==> config.mk <==
export PLATFORM = sky130hd
export DESIGN_NAME = oc8051_etr_bank_flat
export DESIGN_NICKNAME = d
export VERILOG_FILES = /design/src/rtl/oc8051_etr_bank_if.sv /design/src/rtl/oc8051_etr_bank.sv /design/src/flat_wrapper.sv
export SDC_FILE = /design/constraint.sdc
export NUM_CORES = 1
export LEC_CHECK = 0
export CAP_MARGIN = 40
export CORE_ASPECT_RATIO = 0.5
export CORE_UTILIZATION = 58
export DETAILED_ROUTE_END_ITERATION = 16
export GPL_ROUTABILITY_DRIVEN = 0
export HOLD_SLACK_MARGIN = 0.02
export PLACE_DENSITY = 0.83
export SETUP_SLACK_MARGIN = 0.1
export SYNTH_ARGS = -nofsm -noshare
export SYNTH_HDL_FRONTEND = slang
export SYNTH_SLANG_ARGS = --single-unit
==> constraint.sdc <==
create_clock -name clk -period 7.25 [get_ports clk]
set_input_delay 1.45 -clock clk [delete_from_list [all_inputs] [get_ports clk]]
set_output_delay 1.45 -clock clk [all_outputs]
set_load 0.03 [all_outputs]
==> src/rtl/oc8051_etr_bank_if.sv <==
// SFR bus and ecall lookup handshake of the ecall target register bank.
interface oc8051_etr_bank_if #(
  parameter int ADDR_W = 16
) ();
  logic              wr;
  logic              wr_bit;
  logic [7:0]        wr_addr;
  logic [7:0]        data_in;
  logic [7:0]        rd_addr;
  logic [7:0]        data_out;
  logic              ecall_req;
  logic [3:0]        ecall_idx;
  logic              ecall_ack;
  logic [ADDR_W-1:0] ecall_target;
  logic              ecall_fault;
  logic              locked;

  // Core side: drives SFR accesses and lookup requests.
  modport master (
    output wr, wr_bit, wr_addr, data_in, rd_addr, ecall_req, ecall_idx,
    input  data_out, ecall_ack, ecall_target, ecall_fault, locked
  );

  // Register bank side.
  modport slave (
    input  wr, wr_bit, wr_addr, data_in, rd_addr, ecall_req, ecall_idx,
    output data_out, ecall_ack, ecall_target, ecall_fault, locked
  );
endinterface

==> src/rtl/oc8051_etr_bank.sv <==
// Multi-entry ecall target register bank.
// Firmware stages a target through LO/HI, picks an entry with SEL and commits or
// invalidates it through CTL. A sticky lock freezes the table contents. The decode
// logic fetches targets over a req/ack handshake served by a three-state FSM.
//
//  state     | meaning
//  ----------+------------------------------------------------------------
//  ST_IDLE   | waiting for ecall_req; captures ecall_idx when it is seen
//  ST_LOOKUP | target/fault registered from the table at the next edge
//  ST_RESP   | ecall_ack high for this single cycle, then back to idle
module oc8051_etr_bank #(
  parameter int         N_ENTRIES = 4,
  parameter int         ADDR_W    = 16,
  parameter logic [7:0] SFR_SEL   = 8'hF9,
  parameter logic [7:0] SFR_LO    = 8'hFA,
  parameter logic [7:0] SFR_HI    = 8'hFB,
  parameter logic [7:0] SFR_CTL   = 8'hFC
) (
  input logic               clk,
  input logic               rst,
  oc8051_etr_bank_if.slave  bus
);

  localparam int IDX_W = $clog2(N_ENTRIES);
  localparam int HI_W  = ADDR_W - 8;

  localparam logic [1:0] ST_IDLE   = 2'd0;
  localparam logic [1:0] ST_LOOKUP = 2'd1;
  localparam logic [1:0] ST_RESP   = 2'd2;

  logic [IDX_W-1:0]     r_sel;
  logic [ADDR_W-1:0]    r_stage;
  logic [ADDR_W-1:0]    r_entry [N_ENTRIES];
  logic [N_ENTRIES-1:0] r_valid;
  logic                 r_lock;
  logic [1:0]           r_state;
  logic [3:0]           r_idx;
  logic [ADDR_W-1:0]    r_target;
  logic                 r_fault;

  logic                 w_wr_en;
  logic                 w_wr_sel;
  logic                 w_wr_lo;
  logic                 w_wr_hi;
  logic                 w_wr_ctl;
  logic                 w_sel_ok;
  logic                 w_sel_valid;
  logic                 w_idx_ok;
  logic [IDX_W-1:0]     w_idx_trunc;
  logic                 w_lk_fault;
  logic [ADDR_W-1:0]    w_lk_target;
  logic                 w_tbl_upd;
  logic [7:0]           w_data_out;

  // Bit-addressed writes never touch this block.
  assign w_wr_en  = bus.wr & ~bus.wr_bit;
  assign w_wr_sel = w_wr_en & (bus.wr_addr == SFR_SEL);
  assign w_wr_lo  = w_wr_en & (bus.wr_addr == SFR_LO);
  assign w_wr_hi  = w_wr_en & (bus.wr_addr == SFR_HI);
  assign w_wr_ctl = w_wr_en & (bus.wr_addr == SFR_CTL);

  // The select register can hold values past the table end when N_ENTRIES is not a power of two.
  assign w_sel_ok  = (32'(r_sel) < N_ENTRIES);
  assign w_tbl_upd = w_wr_ctl & ~r_lock & w_sel_ok;

  // Valid bit of the currently selected entry, zero when sel is out of range.
  always_comb begin
    w_sel_valid = 1'b0;
    if (w_sel_ok) w_sel_valid = r_valid[r_sel];
  end

  assign w_idx_ok    = ({1'b0, r_idx} < 5'(N_ENTRIES));
  assign w_idx_trunc = r_idx[IDX_W-1:0];

  // Lookup result from the current table state; a faulting lookup returns target 0.
  always_comb begin
    w_lk_fault  = 1'b1;
    w_lk_target = '0;
    if (w_idx_ok && r_valid[w_idx_trunc]) begin
      w_lk_fault  = 1'b0;
      w_lk_target = r_entry[w_idx_trunc];
    end
  end

  // Select and staging registers; these stay writable after lock.
  always_ff @(posedge clk or posedge rst) begin
    if (rst) begin
      r_sel   <= '0;
      r_stage <= '0;
    end else begin
      if (w_wr_sel) r_sel <= bus.data_in[IDX_W-1:0];
      if (w_wr_lo)  r_stage[7:0] <= bus.data_in;
      if (w_wr_hi)  r_stage[ADDR_W-1:8] <= bus.data_in[HI_W-1:0];
    end
  end

  // Table entries, valid bits and lock. Lock is sampled pre-edge, so LOCK|COMMIT still commits.
  always_ff @(posedge clk or posedge rst) begin
    if (rst) begin
      for (int i = 0; i < N_ENTRIES; i++) r_entry[i] <= '0;
      r_valid <= '0;
      r_lock  <= 1'b0;
    end else begin
      if (w_tbl_upd) begin
        if (bus.data_in[1]) begin
          r_valid[r_sel] <= 1'b0;
        end else if (bus.data_in[0]) begin
          r_entry[r_sel] <= r_stage;
          r_valid[r_sel] <= 1'b1;
        end
      end
      if (w_wr_ctl && bus.data_in[7]) r_lock <= 1'b1;
    end
  end

  // Lookup FSM; the result is taken from pre-edge table state when leaving LOOKUP.
  always_ff @(posedge clk or posedge rst) begin
    if (rst) begin
      r_state  <= ST_IDLE;
      r_idx    <= '0;
      r_target <= '0;
      r_fault  <= 1'b0;
    end else begin
      case (r_state)
        ST_IDLE: begin
          if (bus.ecall_req) begin
            r_idx   <= bus.ecall_idx;
            r_state <= ST_LOOKUP;
          end
        end
        ST_LOOKUP: begin
          r_target <= w_lk_target;
          r_fault  <= w_lk_fault;
          r_state  <= ST_RESP;
        end
        ST_RESP: begin
          r_state <= ST_IDLE;
        end
        default: begin
          r_state <= ST_IDLE;
        end
      endcase
    end
  end

  // Combinational SFR readback.
  always_comb begin
    w_data_out = 8'h00;
    case (bus.rd_addr)
      SFR_SEL: w_data_out[IDX_W-1:0] = r_sel;
      SFR_LO:  w_data_out = r_stage[7:0];
      SFR_HI:  w_data_out[HI_W-1:0] = r_stage[ADDR_W-1:8];
      SFR_CTL: w_data_out = {r_lock, 5'b0, w_sel_valid, 1'b0};
      default: w_data_out = 8'h00;
    endcase
  end

  assign bus.data_out     = w_data_out;
  assign bus.ecall_ack    = (r_state == ST_RESP);
  assign bus.ecall_target = r_target;
  assign bus.ecall_fault  = r_fault;
  assign bus.locked       = r_lock;

endmodule
==> src/flat_wrapper.sv <==
// flat-port wrapper written by rule: the top's interface ports become plain ports
module oc8051_etr_bank_flat 
#(
  parameter int         N_ENTRIES = 4,
  parameter int         ADDR_W    = 16,
  parameter logic [7:0] SFR_SEL   = 8'hF9,
  parameter logic [7:0] SFR_LO    = 8'hFA,
  parameter logic [7:0] SFR_HI    = 8'hFB,
  parameter logic [7:0] SFR_CTL   = 8'hFC
)
  (clk, rst, bus_wr, bus_wr_bit, bus_wr_addr, bus_data_in, bus_rd_addr, bus_ecall_req, bus_ecall_idx, bus_data_out, bus_ecall_ack, bus_ecall_target, bus_ecall_fault, bus_locked);
  oc8051_etr_bank_if #(.ADDR_W(ADDR_W)) bus_i ();
  input logic clk;
  input logic rst;
  input wire logic [$bits(bus_i.wr)-1:0] bus_wr;
  input wire logic [$bits(bus_i.wr_bit)-1:0] bus_wr_bit;
  input wire logic [$bits(bus_i.wr_addr)-1:0] bus_wr_addr;
  input wire logic [$bits(bus_i.data_in)-1:0] bus_data_in;
  input wire logic [$bits(bus_i.rd_addr)-1:0] bus_rd_addr;
  input wire logic [$bits(bus_i.ecall_req)-1:0] bus_ecall_req;
  input wire logic [$bits(bus_i.ecall_idx)-1:0] bus_ecall_idx;
  output wire logic [$bits(bus_i.data_out)-1:0] bus_data_out;
  output wire logic [$bits(bus_i.ecall_ack)-1:0] bus_ecall_ack;
  output wire logic [$bits(bus_i.ecall_target)-1:0] bus_ecall_target;
  output wire logic [$bits(bus_i.ecall_fault)-1:0] bus_ecall_fault;
  output wire logic [$bits(bus_i.locked)-1:0] bus_locked;
  assign bus_i.wr = bus_wr;
  assign bus_i.wr_bit = bus_wr_bit;
  assign bus_i.wr_addr = bus_wr_addr;
  assign bus_i.data_in = bus_data_in;
  assign bus_i.rd_addr = bus_rd_addr;
  assign bus_i.ecall_req = bus_ecall_req;
  assign bus_i.ecall_idx = bus_ecall_idx;
  assign bus_data_out = bus_i.data_out;
  assign bus_ecall_ack = bus_i.ecall_ack;
  assign bus_ecall_target = bus_i.ecall_target;
  assign bus_ecall_fault = bus_i.ecall_fault;
  assign bus_locked = bus_i.locked;
  oc8051_etr_bank #(.N_ENTRIES(N_ENTRIES), .ADDR_W(ADDR_W), .SFR_SEL(SFR_SEL), .SFR_LO(SFR_LO), .SFR_HI(SFR_HI), .SFR_CTL(SFR_CTL)) u_core (.clk(clk), .rst(rst), .bus(bus_i));
endmodule
==> results.yml <==
floorplanning:
  die_h_microns: 67.3
  coreArea_sq_mm: 0.00812
  dieArea_sq_mm: 0.00891
  ios: 60
  initial_core_util: 0.609
  num_rows: 23
  die_width_microns: 132
flow_run:
  maxCapViolations: 0
global_route:
  grt_overflow: 0
  grt_pass1_vias: 3356
  grt_use_total: 0.263
  grt_max_degree: 67
  grt_first_pass_wirelength_mm: 17.3
  antenna_found_initial: 0
cts:
  clock_latency_ns: 0.34
  hold_buffers: 0
  clk_pin_slew_ns: 0.07
  root_buffer: "clkbuf_16"
  post_cts_resized: 0
  numCtsBuffers: 9
  tritoncts: "done"
  cts_sinks: 110
  cts_setup_buffers: 0
  htreeDepth: 3
  cts_max_path_buffers: 2
layout:
  layout-drive-gt1-share: 0.333
  area_delta_synth_final_pct: 20.3
  nets: 440
  most-common-layout-cells: "110 x dfrtp_1, 104 x mux2_2, 59 x clkdlybuf4s50_1, 25 x mux2i_1"
  final_area_sq_mm: 0.00594
  antenna_cells: 0
  final_common_cell: "dfrtp_1"
worst_setup_path:
  crit-reg2reg-launch: "u_core.r_state[1]$_DFFE_PP0P_"
  cpPeakStageDelay_ns: 0.71
  r2r_end: "u_core.bus.ecall_target[0]$_DFFE_PP0N_"
  arrival_ns: 3.64
  crit_path_top_delay_cell: "clkdlybuf4s50_1"
  cp_common_cell: "clkdlybuf4s50_1"
  startpoint_type: "input pin"
  crit_type: "input pin to primary output"
  path_max_fanout: 6
  path_cells: "clkdlybuf4s50_1, and3_1, nand3_1, or3b_2, nor2_1, clkdlybuf4s50_1"
  r2r_cells: 5
  crit_buf_inv: 2
  cp_top_family: "buffers and inverters"
  r2r_setup_slack_ns: 4.10
  end_kind: "primary output"
  cp_data_required_time_ns: 5.80
placed_design:
  placed_cell_area_sq_mm: 0.00564
  port_buffers: 59
  dp.final_hpwl_mm: 7.51
  post-place-ws_ns: 2.18
synthesis:
  synth_nets: 385
  ys_types: 40
  dominantRegCellSynth: "dfrtp_1"
  syn-cell-area_sq_mm: 0.00494
  yosysSeqAreaShare: 0.557
  synth-edff-count: 0
  synthCells: 352
  async_flop_share: 1.00
  ys_ff_latch: 110
  yosysWarnings: 0
  avgSynthCellArea_sq_um: 14.0
min_path:
  whs_path_depth: 1
  worstHoldStart: "u_core.r_entry[26]$_DFFE_PP0P_"
  worstHoldEndpoint: "u_core.r_entry[26]$_DFFE_PP0P_"
  hp-class: "flip-flop to flip-flop"
sta:
  whs_ns: 0.505
  fin_ws_ns: 2.16
  hold_viol: 0
  fmax_ghz: 0.196
  max_slew.worst_pin.slew_ns: 0.903
  fin_crit_sh: 0.703
  tns_ns: 0
  rsz0062_at_grt: "false"
  clock_skew_ns: 0.00690
  setup_violations: 0
  period_needed_ns: 5.09
  max_slew_margin: 0.398
  slew_viol_final: 0
drt:
  drc: 0
  wire_per_inst_microns: 21.1
  drt-initial-drc-count: 195
  ant_nets: 0
  wl_mm: 11.1
  viasPerCell: 6.24
  vias: 3262
  first_pass_iters: 4
power:
  max-vdd-ir-drop_uv: 164
  power_leakage_nw: 2.79
  p_per_area_mw_per_mm2: 209
outcome:
  outcome: "finished, final reports clean"
-- cell type report --
cell class / instances / area, sq um
inverters: 2 / 10.0
multi-input cells: 219 / 2080
flip-flops and latches: 110 / 2750
clock inverters: 5 / 58.8
fillers: 525 / 2180
repair buffers: 65 / 656
clock buffers: 10 / 239
well taps: 112 / 140
-- through the flow --
step,instances,util,power [W]
global route,523,0.732,0.00128
detailed placement,508,0.695,0.000765
finish,523,0.732,0.00124
CTS,523,0.732,0.00125
global placement,506,0.691,0.000760
floorplan,352,-,0.000720
-- power by group --
part           internal (W)  leakage (nW)  switching (W)
logic             0.0000490          1.13      0.0000626
registers          0.000623          1.52      0.0000187
clock network      0.000276         0.141       0.000211
total              0.000948          2.79       0.000292
-- kinds of logic (layout without fill, tap and decap cells) --
group | Yosys count | in the layout | synth area share
mux | 130 | 130 | 0.292
flops | 110 | 110 | 0.557
simple gates | 59 | 59 | 0.0778
compound gates | 30 | 30 | 0.0517
buf+inv | 23 | 82 | 0.0208
-- per-layer routing --
layer / vias to the layer above / GRT usage / part of all wire
met1: 1717 / 0.333 / 0.42
met4: 0 / 0.0776 / 0.0093
met2: 87 / 0.472 / 0.51
li1: 1446 / - / -
met3: 12 / 0.0533 / 0.057
met5: - / 0 / 0
-- how the worst max path moves through the flow --
stage,from,depth (start not counted),endpoint,slack [ns]
after floorplan,rst,1,async pin,2.90
after global placement,bus_rd_addr[5],6,bus_data_out[1],2.25
after detailed placement,bus_rd_addr[5],6,bus_data_out[1],2.18
after CTS,bus_rd_addr[5],6,bus_data_out[5],2.17
after global routing,bus_rd_addr[5],6,bus_data_out[1],2.08
final,bus_rd_addr[5],6,bus_data_out[5],2.16
-- registers in the layout, indices dropped and copies added, names as in the netlist, named ones only --
| name | flops |
|---|---|
| u_core.bus.ecall_fault | 1 |
| u_core.bus.ecall_target | 16 |
| u_core.r_sel | 2 |
| u_core.r_idx | 4 |
| u_core.bus.locked | 1 |
| u_core.r_entry | 64 |
| u_core.r_state | 2 |
| u_core.r_stage | 16 |
-- synthesized netlist by cell type (2+ instances only) --
master / count / area share
nor3_1: 3 / 0.0030
nand2_2: 3 / 0.0038
a221o_1: 16 / 0.032
and3_1: 2 / 0.0025
nand2_1: 3 / 0.0023
buf_1: 3 / 0.0023
a21oi_1: 2 / 0.0020
nand2b_1: 2 / 0.0025
buf_2: 4 / 0.0041
nor4_1: 16 / 0.020
dfrtp_1: 110 / 0.56
nor2_1: 11 / 0.0084
nor2b_1: 3 / 0.0038
nor4_2: 2 / 0.0051
a31oi_1: 6 / 0.0076
inv_1: 2 / 0.0015
a41oi_1: 2 / 0.0035
or3b_2: 2 / 0.0035
mux2i_1: 25 / 0.051
clkbuf_1: 12 / 0.0091
mux2_2: 104 / 0.24
-- worst reg2reg max path, delay by kind of cell (launching register included) --
kind	cells	cell delay [ns]
and+or+nand+nor	3	2.22
DFF	1	0.38
buffers and inverters	1	0.31
AOI/OAI and AO/OA	1	0.17
(Power assumes the default switching activity.)
